`src/rtl/cdc_share_sched_if.sv`:
```
// Channel bundle for the shared slow-to-fast crossing scheduler: requester
// handshake on one side, launched word/tag/valid/sequence on the other.
interface cdc_share_sched_if #(
    parameter int WIDTH   = 32,
    parameter int NUM_REQ = 4,
    parameter int TAG_W   = 2
);
    logic [NUM_REQ-1:0]       req;
    logic [NUM_REQ*WIDTH-1:0] req_data;
    logic [NUM_REQ-1:0]       ack;
    logic [WIDTH-1:0]         xfer_data;
    logic [TAG_W-1:0]         xfer_tag;
    logic                     xfer_valid;
    logic                     xfer_seq;
    logic                     busy;

    modport master (
        output req, req_data,
        input  ack, xfer_data, xfer_tag, xfer_valid, xfer_seq, busy
    );

    modport slave (
        input  req, req_data,
        output ack, xfer_data, xfer_tag, xfer_valid, xfer_seq, busy
    );
endinterface

```
`src/rtl/cdc_share_sched.sv`:
```
// Round-robin scheduler sharing one crossing channel between NUM_REQ requesters;
// each launched word is held HOLD cycles, followed by one quiet GAP cycle.
module cdc_share_sched #(
    parameter int WIDTH   = 32,
    parameter int NUM_REQ = 4,
    parameter int TAG_W   = 2,
    parameter int HOLD    = 2
) (
    input  logic               inclk,
    input  logic               reset,
    cdc_share_sched_if.slave   bus
);

    localparam int CNT_W = (HOLD > 1) ? $clog2(HOLD) : 1;
    localparam logic [CNT_W-1:0] HOLD_LOAD = CNT_W'(HOLD - 1);

    typedef enum logic [1:0] {
        ST_IDLE = 2'd0,
        ST_HOLD = 2'd1,
        ST_GAP  = 2'd2
    } state_t;

    state_t             state_q,      state_d;
    logic [TAG_W-1:0]   rr_ptr_q,     rr_ptr_d;
    logic [CNT_W-1:0]   hold_cnt_q,   hold_cnt_d;
    logic [NUM_REQ-1:0] ack_q,        ack_d;
    logic [WIDTH-1:0]   xfer_data_q,  xfer_data_d;
    logic [TAG_W-1:0]   xfer_tag_q,   xfer_tag_d;
    logic               xfer_valid_q, xfer_valid_d;
    logic               xfer_seq_q,   xfer_seq_d;
    logic               busy_q,       busy_d;

    logic               grant_found_s;
    logic [TAG_W-1:0]   grant_idx_s;
    logic [TAG_W-1:0]   cand_idx_s;
    logic [WIDTH-1:0]   grant_data_s;

    // Modulo-NUM_REQ index step so non-power-of-two sizes never reach a dead slot.
    function automatic logic [TAG_W-1:0] wrap_idx(input logic [TAG_W-1:0] base,
                                                  input int               off);
        int sum;
        sum = int'(base) + off;
        return TAG_W'(sum % NUM_REQ);
    endfunction

    // Search downward in offset so the nearest set request above rr_ptr wins.
    always_comb begin
        grant_found_s = 1'b0;
        grant_idx_s   = '0;
        cand_idx_s    = '0;
        for (int i = NUM_REQ - 1; i >= 0; i--) begin
            cand_idx_s    = wrap_idx(rr_ptr_q, i);
            grant_found_s = grant_found_s | bus.req[cand_idx_s];
            grant_idx_s   = bus.req[cand_idx_s] ? cand_idx_s : grant_idx_s;
        end
        grant_data_s = bus.req_data[int'(grant_idx_s) * WIDTH +: WIDTH];
    end

    // Next-state and registered-output logic for the IDLE/HOLD/GAP sequence.
    always_comb begin
        state_d      = state_q;
        rr_ptr_d     = rr_ptr_q;
        hold_cnt_d   = hold_cnt_q;
        ack_d        = '0;
        xfer_data_d  = xfer_data_q;
        xfer_tag_d   = xfer_tag_q;
        xfer_valid_d = xfer_valid_q;
        xfer_seq_d   = xfer_seq_q;

        case (state_q)
            ST_IDLE: begin
                if (grant_found_s) begin
                    xfer_data_d             = grant_data_s;
                    xfer_tag_d              = grant_idx_s;
                    xfer_valid_d            = 1'b1;
                    xfer_seq_d              = ~xfer_seq_q;
                    ack_d[grant_idx_s]      = 1'b1;
                    rr_ptr_d                = wrap_idx(grant_idx_s, 1);
                    hold_cnt_d              = HOLD_LOAD;
                    state_d                 = ST_HOLD;
                end else begin
                    state_d = ST_IDLE;
                end
            end
            ST_HOLD: begin
                if (hold_cnt_q != '0) begin
                    hold_cnt_d = hold_cnt_q - CNT_W'(1);
                end else begin
                    xfer_valid_d = 1'b0;
                    state_d      = ST_GAP;
                end
            end
            ST_GAP: begin
                state_d = ST_IDLE;
            end
            default: begin
                xfer_valid_d = 1'b0;
                state_d      = ST_IDLE;
            end
        endcase

        busy_d = (state_d != ST_IDLE);
    end

    // State and output registers; reset aborts any word in flight.
    always_ff @(posedge inclk or posedge reset) begin
        if (reset) begin
            state_q      <= ST_IDLE;
            rr_ptr_q     <= '0;
            hold_cnt_q   <= '0;
            ack_q        <= '0;
            xfer_data_q  <= '0;
            xfer_tag_q   <= '0;
            xfer_valid_q <= 1'b0;
            xfer_seq_q   <= 1'b0;
            busy_q       <= 1'b0;
        end else begin
            state_q      <= state_d;
            rr_ptr_q     <= rr_ptr_d;
            hold_cnt_q   <= hold_cnt_d;
            ack_q        <= ack_d;
            xfer_data_q  <= xfer_data_d;
            xfer_tag_q   <= xfer_tag_d;
            xfer_valid_q <= xfer_valid_d;
            xfer_seq_q   <= xfer_seq_d;
            busy_q       <= busy_d;
        end
    end

    assign bus.ack        = ack_q;
    assign bus.xfer_data  = xfer_data_q;
    assign bus.xfer_tag   = xfer_tag_q;
    assign bus.xfer_valid = xfer_valid_q;
    assign bus.xfer_seq   = xfer_seq_q;
    assign bus.busy       = busy_q;

endmodule
```
`src/flat_wrapper.sv`:
```
// flat-port wrapper written by rule: the top's interface ports become plain ports
module cdc_share_sched_flat 
#(
    parameter int WIDTH   = 32,
    parameter int NUM_REQ = 4,
    parameter int TAG_W   = 2,
    parameter int HOLD    = 2
)
  (inclk, reset, bus_req, bus_req_data, bus_ack, bus_xfer_data, bus_xfer_tag, bus_xfer_valid, bus_xfer_seq, bus_busy);
  cdc_share_sched_if #(.WIDTH(WIDTH), .NUM_REQ(NUM_REQ), .TAG_W(TAG_W)) bus_i ();
  input  logic inclk;
  input  logic reset;
  input wire logic [$bits(bus_i.req)-1:0] bus_req;
  input wire logic [$bits(bus_i.req_data)-1:0] bus_req_data;
  output wire logic [$bits(bus_i.ack)-1:0] bus_ack;
  output wire logic [$bits(bus_i.xfer_data)-1:0] bus_xfer_data;
  output wire logic [$bits(bus_i.xfer_tag)-1:0] bus_xfer_tag;
  output wire logic [$bits(bus_i.xfer_valid)-1:0] bus_xfer_valid;
  output wire logic [$bits(bus_i.xfer_seq)-1:0] bus_xfer_seq;
  output wire logic [$bits(bus_i.busy)-1:0] bus_busy;
  assign bus_i.req = bus_req;
  assign bus_i.req_data = bus_req_data;
  assign bus_ack = bus_i.ack;
  assign bus_xfer_data = bus_i.xfer_data;
  assign bus_xfer_tag = bus_i.xfer_tag;
  assign bus_xfer_valid = bus_i.xfer_valid;
  assign bus_xfer_seq = bus_i.xfer_seq;
  assign bus_busy = bus_i.busy;
  cdc_share_sched #(.WIDTH(WIDTH), .NUM_REQ(NUM_REQ), .TAG_W(TAG_W), .HOLD(HOLD)) u_core (.inclk(inclk), .reset(reset), .bus(bus_i));
endmodule
```
`config.mk`:
```
export PLATFORM = sky130hd
export DESIGN_NAME = cdc_share_sched_flat
export DESIGN_NICKNAME = d
export VERILOG_FILES = /design/src/rtl/cdc_share_sched_if.sv /design/src/rtl/cdc_share_sched.sv /design/src/flat_wrapper.sv
export SDC_FILE = /design/constraint.sdc
export NUM_CORES = 1
export LEC_CHECK = 0
export BUFFER_PORTS_ARGS = -buffer_cell sky130_fd_sc_hd__buf_2
export CAP_MARGIN = 20
export CORE_MARGIN = 4
export CORE_UTILIZATION = 40
export CTS_BUF_LIST = sky130_fd_sc_hd__clkbuf_2 sky130_fd_sc_hd__clkbuf_4 sky130_fd_sc_hd__clkbuf_8
export DETAILED_ROUTE_END_ITERATION = 16
export GPL_TIMING_DRIVEN = 0
export HOLD_SLACK_MARGIN = 0.05
export PLACE_DENSITY = 0.75
export SYNTH_ARGS = -nofsm -noshare
export SYNTH_HDL_FRONTEND = slang
export SYNTH_SLANG_ARGS = --single-unit
```
`constraint.sdc`:
```
create_clock -name inclk -period 2.6 [get_ports inclk]
set_input_delay 0.65 -clock inclk [delete_from_list [all_inputs] [get_ports inclk]]
set_output_delay 0.65 -clock inclk [all_outputs]
set_load 0.02 [all_outputs]
```
==> impl_metrics.env, run 1 <==
export IMPL_layout_min_cycle_time_ns=2.10
export IMPL_netSwitchingPower_uw=2070
export IMPL_finalHoldViolCount=0
export IMPL_worstSetupEndpointType="flip-flop"
export IMPL_setup_viol=0
export IMPL_cts_buffer_depth=2
export IMPL_async_flop_share_pct=100
export IMPL_relSlewSlack_pct=65.1
export IMPL_ant_nets=0
export IMPL_root_buffer="clkbuf_8"
export IMPL_p_seq_share_pct=28.6
export IMPL_worstHoldPathType="in -> async"
export IMPL_start_kind="flip-flop"
export IMPL_clock_latency_ns=0.30
export IMPL_synth_seq_cells=46
export IMPL_hpwl_microns=7970
export IMPL_pwr_density_cell_mw_per_mm2=1090
export IMPL_syn_area_sq_mm=0.00296
export IMPL_die_x_microns=94.1
export IMPL_worstSetupStartpoint="u_core.rr_ptr_q[1]"
export IMPL_rows=31
export IMPL_ios=175
export IMPL_synth_warnings=0
export IMPL_netSwitchingFraction_pct=46.3
export IMPL_cp_num_buf_inv=1
export IMPL_reg2reg_depth=6
export IMPL_cp_slowest_stage_delay_ns=0.45
export IMPL_fin_worst_skew_ns=0.00672
export IMPL_gp_congestion=0.809
export IMPL_crit_type="reg -> reg"
export IMPL_synthTopCellsByCount="dfrtp_1, nor2_1, a211oi_1, nand2_1, nor3_1"
export IMPL_grt_overflow_total=0
export IMPL_synth_edf_count=0
export IMPL_via_count=3134
export IMPL_use_met3_pct=3.77
export IMPL_antenna_found_initial=0
export IMPL_ys_top_cells_by_area="dfrtp_1, a211oi_2, mux2i_1"
export IMPL_fin_nets=627
export IMPL_cts_sinks=46
export IMPL_worstReg2RegEnd="u_core.bus.xfer_data[23]"
export IMPL_grt_pass1_vias=3176
export IMPL_yosysSeqAreaShare_pct=38.9
export IMPL_tightest_slew_ns=0.524
export IMPL_die_h_microns=94.1
export IMPL_postRouteWirelength_microns=10000
export IMPL_endpoint="u_core.bus.xfer_data[23]"
export IMPL_synth_top_area_cell="dfrtp_1"
export IMPL_slew_violations=0
export IMPL_required_ns=2.76
export IMPL_wl_per_cell_microns=16.9
export IMPL_timing_hold_ws_ns=0.351
export IMPL_cts_resized=0
export IMPL_syn_nets=445
export IMPL_max_freq_ghz=0.476
export IMPL_die_area_sq_mm=0.00885
export IMPL_postCtsHoldBufs=0
export IMPL_reg2reg_slack_ns=0.50
export IMPL_drt_initial_drc_count=81
export IMPL_vias_per_cell=5.28
export IMPL_firstDrtPassIters=6
export IMPL_critPathArrivalTime_ns=2.26
export IMPL_ir_drop_mv=0.485
export IMPL_combPwrFrac_pct=59.2
export IMPL_fin_area_sq_mm=0.00409
export IMPL_cts_max_level=2
export IMPL_status="complete, no violations"
export IMPL_rsz0062_at_grt="false"
export IMPL_clkTransAtPathRegs_ns=0.09
export IMPL_avgSynthCellArea_sq_um=9.53
export IMPL_fin_tns_setup_ns=0
export IMPL_finalCritPeriodShare_pct=80.9
export IMPL_yosysMostFrequentCell="dfrtp_1"
export IMPL_grt_use_met2_pct=38.3
export IMPL_r2r_start="u_core.rr_ptr_q[1]"
export IMPL_drc=0
export IMPL_portBuffers=174
export IMPL_synthCells=311
export IMPL_intPower_uw=2400
export IMPL_grt_pass1_wl_microns=15000
export IMPL_pwr_share_clk_pct=12.2
export IMPL_grt_busiest_layer="met2"
export IMPL_start_util_pct=41.1
export IMPL_area_growth_pct=38.1
export IMPL_crit_slowest_cell="dfrtp_1"
export IMPL_crit_chain="nand2b_1 > a21oi_1 > clkbuf_1 > nor3_1 > a211oi_1 > a211oi_2"
export IMPL_synth_cell_types=32
export IMPL_antenna_cells=0
export IMPL_synth_main_ff_cell="dfrtp_1"
export IMPL_placed_area_sq_mm=0.00398
export IMPL_fp_coreArea_sq_mm=0.00721
export IMPL_cts_tree="done"
export IMPL_fillers=681
export IMPL_track_usage_pct=21.7
export IMPL_grt_max_degree=28
export IMPL_drv_cap=0
export IMPL_p_leak_uw=0.00200
export IMPL_drive_gt1_share_pct=48.0
export IMPL_cts_buffers=5
export IMPL_synth_top_area_share_pct=38.9
export IMPL_path_depth=6
export IMPL_cp_max_fo=10
export IMPL_cts_setup_buffers=0
export IMPL_use_met1_pct=26.4
export IMPL_path_delay_family="compound AO/OA/AOI/OAI gates"
==> final cells by class <==
type	count	area [sq um]	area share, %
Multi-Input combinational cell	236	1640	40.1
Sequential cell	46	1150	28.1
Timing Repair Buffer	175	891	21.8
Buffer	28	168	4.10
Tap cell	99	124	3.03
Clock buffer	7	83.8	2.05
Clock inverter	1	30.0	0.734
Inverter	1	3.75	0.0917
==> worst reg2reg max path, delay by kind of cell, from the launching register on <==
family                 cells  cell delay [ns]
buffers and inverters      1             0.46
AO/OA/AOI/OAI              3             0.76
AND/OR/NAND/NOR            2             0.31
flip-flops                 1             0.45
==> power groups by stage <==
stage,combinational [uW],sequential (uW),clock [uW]
6_report,2650,1280,547
5_1_grt,2870,1320,595
4_1_cts,2680,1280,561
3_5_place_dp,2680,1290,0
3_3_place_gp,2610,1270,0
2_1_floorplan,1490,1630,0
==> stage by stage <==
stage | setup WS [ns] | util [%] | total power, uW | instances
floorplan | 0.737 | - | 3120 | 311
global placement | 0.241 | 54.9 | 3870 | 584
detailed placement | 0.290 | 55.1 | 3970 | 585
CTS | 0.526 | 56.7 | 4520 | 593
global route | 0.291 | 56.7 | 4790 | 593
finish | 0.498 | 56.7 | 4480 | 593
==> cells by family (layout without fill, tap and decap cells) <==
| kind of cell | after synthesis | after routing | share of synthesized area, % |
|---|---|---|---|
| mux | 33 | 33 | 11.1 |
| xor+xnor | 2 | 2 | 0.591 |
| flops | 46 | 46 | 38.9 |
| compound gates | 76 | 76 | 24.3 |
| simple gates | 125 | 125 | 19.3 |
| buf+inv | 29 | 212 | 5.79 |
==> sequential cells by signal, indices dropped and copies added (netlist names) <==
| signal | flops |
|---|---|
| u_core.bus.xfer_data | 32 |
| u_core.bus.ack | 4 |
| u_core.bus.xfer_tag | 2 |
| u_core.rr_ptr_q | 2 |
| u_core.state_q | 2 |
| u_core.bus.busy | 1 |
| u_core.bus.xfer_seq | 1 |
| u_core.bus.xfer_valid | 1 |
| u_core.hold_cnt_q | 1 |
==> cells in the final DEF, fill, tap and decap left out, types with 2 or more instances in the layout <==
cell type,n
a211oi_2,28
a211oi_1,36
buf_4,4
buf_6,5
mux2i_1,33
nor2_1,39
and3_1,3
xnor2_1,2
nand2_1,36
nor3_1,34
a21oi_1,2
clkbuf_4,2
clkbuf_1,11
buf_2,182
nor2b_1,3
dfrtp_1,46
a21o_1,2
clkbuf_8,5
nand2b_1,2
o21ai_0,3
==> worst min-delay path by stage <==
stage | startpoint | to | cells past startpoint
after CTS | reset | u_core.bus.xfer_data[14] | 2
final | reset | u_core.bus.xfer_data[14] | 2
after global routing | reset | u_core.bus.xfer_data[15] | 2
after detailed placement | u_core.bus.xfer_tag[1] | u_core.bus.xfer_tag[1] | 2
after floorplan | u_core.hold_cnt_q | u_core.state_q[1] | 1
after global placement | u_core.bus.xfer_seq | u_core.bus.xfer_seq | 1
==> metal layers <==
layer  up-vias  wire length (microns)
met4         0                    234
li1       1496                      -
met2       120                   5060
met1      1501                   4020
met3        17                    724
met5         -                      0
Note: power is estimated with default switching activity, not from simulation.
==> run 2, diff against run 1 <==
PLACE_DENSITY = 0.77   (was 0.75)
clock period = 1.8 ns   (was 2.6 ns; I/O delays follow)
==> run 2 against run 1 <==
  * Largest power group unchanged
  * Register-to-register slack lost 0.48 ns
  * Critical path depth up 1
  * Combinational power is 59% higher
  * Die area did not move
==> impl_metrics.env, run 2 (same netlist as run 1, synthesis figures left out) <==
export IMPL_crit_type="reg -> reg"
export IMPL_relSlewSlack_pct=68.1
export IMPL_postRouteWirelength_microns=10000
export IMPL_pwr_density_cell_mw_per_mm2=1540
export IMPL_start_util_pct=41.1
export IMPL_drc=0
export IMPL_required_ns=1.99
export IMPL_grt_use_met2_pct=36.7
export IMPL_rsz0062_at_grt="true"
export IMPL_fin_worst_skew_ns=0.00588
export IMPL_antenna_found_initial=0
export IMPL_status="complete, no violations"
export IMPL_worstSetupEndpointType="flip-flop"
export IMPL_placed_area_sq_mm=0.00398
export IMPL_fin_area_sq_mm=0.00436
export IMPL_clkTransAtPathRegs_ns=0.09
export IMPL_grt_max_degree=29
export IMPL_drt_initial_drc_count=100
export IMPL_fp_coreArea_sq_mm=0.00721
export IMPL_layout_commonest_cell="buf_2"
export IMPL_cp_max_fo=10
export IMPL_reg2reg_slack_ns=0.02
export IMPL_grt_busiest_layer="met2"
export IMPL_path_delay_family="flip-flops"
export IMPL_die_area_sq_mm=0.00885
export IMPL_max_freq_ghz=0.561
export IMPL_cts_tree="done"
export IMPL_die_h_microns=94.1
export IMPL_firstDrtPassIters=4
export IMPL_tightest_slew_ns=0.479
export IMPL_ios=175
export IMPL_fillers=671
export IMPL_ir_drop_mv=0.760
export IMPL_cts_sinks=46
export IMPL_fin_nets=629
export IMPL_cts_buffer_depth=2
export IMPL_largest_reg_flops=32
export IMPL_drv_cap=0
export IMPL_grt_overflow_total=0
export IMPL_p_leak_uw=0.00206
export IMPL_crit_slowest_cell="dfrtp_2"
export IMPL_area_growth_pct=47.0
export IMPL_crit_chain="mux2i_2 > or2_1 > nand3_4 > buf_12 > buf_12 > a211oi_2 > a211oi_2"
export IMPL_fin_tns_setup_ns=0
export IMPL_root_buffer="clkbuf_8"
export IMPL_seqCellArea_sq_mm=0.00115
export IMPL_rows=31
export IMPL_grt_pass1_wl_microns=14900
export IMPL_cts_buffers=5
export IMPL_drive_gt1_share_pct=56.5
export IMPL_die_x_microns=94.1
export IMPL_finalCritPeriodShare_pct=99.0
export IMPL_critPathArrivalTime_ns=1.97
export IMPL_portBuffers=174
export IMPL_layout_cells_non_filler=595
export IMPL_slew_violations=0
export IMPL_cp_slowest_stage_delay_ns=0.44
export IMPL_setup_viol=0
export IMPL_vias_per_cell=5.18
export IMPL_hpwl_microns=7560
export IMPL_use_met3_pct=5.37
export IMPL_finalHoldViolCount=0
export IMPL_use_met1_pct=26.4
export IMPL_multiInputGateArea_sq_mm=0.00185
export IMPL_clock_latency_ns=0.30
export IMPL_utilization_pct=60.4
export IMPL_gp_congestion=0.786
export IMPL_worstHoldPathType="in -> async"
export IMPL_wl_per_cell_microns=16.8
export IMPL_dp_cells=585
export IMPL_via_count=3085
export IMPL_track_usage_pct=21.4
export IMPL_ant_nets=0
export IMPL_start_kind="flip-flop"
export IMPL_antenna_cells=0
export IMPL_cp_num_buf_inv=2
export IMPL_cts_max_level=2
export IMPL_grt_pass1_vias=3032
export IMPL_layout_min_cycle_time_ns=1.78
export IMPL_final_cell_mix="buf_2, a211oi_2, dfrtp_1"
[run 2: cell types whose count changed in the layout (fill, tap and decap cells not counted), moves of 5 or more]
cell and change:
a211oi_2 +21, a211oi_1 -26, a211oi_4 +5, clkbuf_1 -7
[run 2: path summary, 6_finish.rpt]
check / from / end / cells after the start
min in group inclk: u_core.bus.xfer_seq / u_core.bus.xfer_seq / 1
worst max register to register: u_core.rr_ptr_q[1] / u_core.bus.xfer_data[26] / 7
max in group asynchronous: reset / u_core.rr_ptr_q[1] / 3
worst min-delay path: reset / u_core.bus.xfer_data[31] / 2
worst max-delay path: u_core.rr_ptr_q[1] / u_core.bus.xfer_data[26] / 7
worst min register to register: u_core.bus.xfer_seq / u_core.bus.xfer_seq / 1
[run 2: cell type report]
type | instances | share of cell area, %
clock inverter | 2 | 0.287
multi-input combinational | 236 | 42.4
inverter | 1 | 0.0862
buffer | 27 | 5.08
timing repair buffer | 178 | 21.0
tap | 99 | 2.84
clock buffer | 6 | 1.90
sequential | 46 | 26.5
[run 2: worst register-to-register path, cell delays in order (launching register included)]
cell	delay [ns]
dfrtp_2	0.44
mux2i_2	0.25
or2_1	0.19
nand3_4	0.13
buf_12	0.19
buf_12	0.15
a211oi_2	0.25
a211oi_2	0.07
[run 2: what timing repair did]
item,4_1_cts,5_1_grt
hold buffers,0,0
endpoints found under the setup margin,30,32
gates resized for setup,14,50
pin swaps,1,1
buffers inserted,1,2
[run 2: per-layer routing]
metal  vias to the layer above  share of wire (%)  wire [microns]
li1                       1496                  -               -
met1                      1453                 40            3960
met2                       121                 51            5070
met3                        15                8.2             821
met4                         0                1.7             173
met5                         -                  0               0
[run 2: stage by stage]
step | hold WS, ns | power, uW | setup slack [ns]
2_1_floorplan | 0.446 | 4510 | 0.137
3_3_place_gp | 0.458 | 5550 | -0.387
3_5_place_dp | 0.458 | 5680 | -0.348
4_1_cts | 0.157 | 6410 | -0.0333
5_1_grt | 0.165 | 7190 | -0.0574
6_report | 0.145 | 6720 | 0.0188
[run 2: power by group]
part / internal, uW / total, uW / switching [uW]
Sequential: 1540 / 1840 / 298
Clock: 309 / 664 / 355
Combinational: 1700 / 4220 / 2510
Total: 3550 / 6720 / 3170
==> run 3, diff against run 2 <==
CORE_MARGIN = 8   (was 4)
SLEW_MARGIN = 40   (was unset)
==> run 3 against run 2 <==
  * The flow now finishes with violations (setup timing)
  * Clock power rose by 1%
  * Final cell count rose by 0.50%
  * Wire length is 11% higher
  * Critical endpoint is now u_core.bus.xfer_data[8]
  * Highest routed layer unchanged
==> impl_metrics.env, run 3 (same netlist as run 1, synthesis figures left out) <==
export IMPL_slew_violations=0
export IMPL_finalPower_uw=6880
export IMPL_utilization_pct=61.5
export IMPL_finalHoldViolCount=0
export IMPL_wl_per_cell_microns=18.6
export IMPL_required_ns=1.98
export IMPL_firstDrtPassIters=4
export IMPL_antenna_cells=0
export IMPL_p_seq_share_pct=26.7
export IMPL_rsz0062_at_grt="true"
export IMPL_ios=175
export IMPL_layout_min_cycle_time_ns=1.82
export IMPL_clock_latency_ns=0.30
export IMPL_drt_initial_drc_count=94
export IMPL_largest_reg_flops=32
export IMPL_fin_nets=632
export IMPL_finalCritPeriodShare_pct=101
export IMPL_grt_max_degree=26
export IMPL_timing_hold_ws_ns=0.104
export IMPL_worstSetupEndpointType="flip-flop"
export IMPL_die_h_microns=102
export IMPL_die_area_sq_mm=0.0104
export IMPL_root_buffer="clkbuf_8"
export IMPL_drive_gt1_share_pct=57.9
export IMPL_drc=0
export IMPL_ir_drop_mv=0.752
export IMPL_relSlewSlack_pct=69.9
export IMPL_pwr_share_clk_pct=9.7
export IMPL_via_count=3159
export IMPL_fin_ws_ns=-0.0177
export IMPL_postRouteWirelength_microns=11100
export IMPL_max_freq_ghz=0.550
export IMPL_layout_cells_non_filler=598
export IMPL_antenna_found_initial=0
export IMPL_grt_pass1_vias=3449
export IMPL_cp_max_fo=10
export IMPL_layout_commonest_cell="buf_2"
export IMPL_ant_nets=0
export IMPL_pwr_density_cell_mw_per_mm2=1550
export IMPL_cts_buffer_depth=2
export IMPL_violations="setup timing"
export IMPL_drv_cap=0
export IMPL_clkTransAtPathRegs_ns=0.09
export IMPL_portBuffers=174
export IMPL_grt_overflow_total=0
export IMPL_postCtsHoldBufs=0
export IMPL_cts_sinks=46
export IMPL_worstHoldPathType="in -> async"
export IMPL_dp_cells=585
export IMPL_vias_per_cell=5.28
export IMPL_gp_congestion=0.832
export IMPL_fillers=684
export IMPL_netSwitchingPower_uw=3240
export IMPL_hpwl_microns=8430
export IMPL_p_leak_uw=0.00210
export IMPL_critPathArrivalTime_ns=2.00
export IMPL_crit_type="reg -> reg"
export IMPL_netSwitchingFraction_pct=47.1
export IMPL_tightest_slew_ns=0.452
export IMPL_start_util_pct=41.1
export IMPL_cts_tree="done"
export IMPL_cts_buffers=5
export IMPL_cts_max_level=2
export IMPL_grt_pass1_wl_microns=16600
export IMPL_die_x_microns=102
export IMPL_fp_coreArea_sq_mm=0.00721
export IMPL_start_kind="flip-flop"
export IMPL_intPower_uw=3640
export IMPL_status="finished, violations left"
export IMPL_fin_worst_skew_ns=0.0105
export IMPL_combPwrFrac_pct=63.6
export IMPL_setup_viol=3
export IMPL_area_growth_pct=49.8
export IMPL_track_usage_pct=20.2
export IMPL_final_cell_mix="buf_2, a211oi_2, dfrtp_1"
export IMPL_rows=31
==> run 3: worst paths after layout <==
path                                     start                 endpoint  slack [ns]  depth (start not counted)
hold / removal                           reset  u_core.bus.xfer_data[9]        0.10                          2
max in group asynchronous                reset       u_core.rr_ptr_q[0]        1.25                          3
hold reg to reg            u_core.bus.xfer_seq      u_core.bus.xfer_seq        0.47                          1
min in group inclk         u_core.bus.xfer_seq      u_core.bus.xfer_seq        0.47                          1
setup / recovery            u_core.rr_ptr_q[1]  u_core.bus.xfer_data[8]       -0.02                          7
setup reg to reg            u_core.rr_ptr_q[1]  u_core.bus.xfer_data[8]       -0.02                          7
==> run 3: repair_timing <==
action                                  in CTS  in global routing
endpoints found under the setup margin      31                 32
gates cloned                                 0                  1
resized for setup                           28                 42
setup buffers                                2                  3
pin swaps                                    1                 25
endpoints found under the hold margin        0                  0
==> run 3: routing by layer <==
layer | GRT usage [%] | share of wire (%)
met1 | 22.2 | 37
met2 | 36.8 | 52
met4 | 5.64 | 1.8
met3 | 5.52 | 8.7
met5 | 0 | 0
==> run 3: critical path, stage by stage (launching register included) <==
cell      delay [ns]
dfrtp_1         0.44
mux2i_2         0.27
or2_1           0.19
nand3_4         0.15
buf_12          0.19
buf_12          0.15
a211oi_2        0.24
a211oi_2        0.07
==> run 3: cell type report <==
cell class	instances	area [sq um]	area share (%)
Buffer	27	215	4.85
Timing Repair Buffer	181	953	21.5
Multi-Input combinational cell	236	1890	42.6
Inverter	1	6.26	0.141
Clock inverter	1	5.00	0.113
Sequential cell	46	1150	26.0
Clock buffer	7	90.1	2.03
Tap cell	99	124	2.79
==> run 3: through the flow <==
| step | setup TNS [ns] | instance area, sq um | worst slack (ns) |
|---|---|---|---|
| floorplan | 0 | 2960 | 0.137 |
| global placement | -25.72 | 3960 | -0.386 |
| detailed placement | -9.37 | 3980 | -0.330 |
| CTS | -0.00773 | 4200 | -0.00752 |
| global route | -2.10 | 4440 | -0.0977 |
| finish | -0.0398 | 4440 | -0.0177 |
==> run 3: power by group through the flow <==
stage | Combinational, uW | Clock (uW) | Sequential, uW
global placement | 3770 | 0 | 1810
detailed placement | 3890 | 0 | 1850
CTS | 4040 | 693 | 1830
floorplan | 2150 | 0 | 2360
finish | 4380 | 671 | 1840
global route | 4700 | 748 | 1890
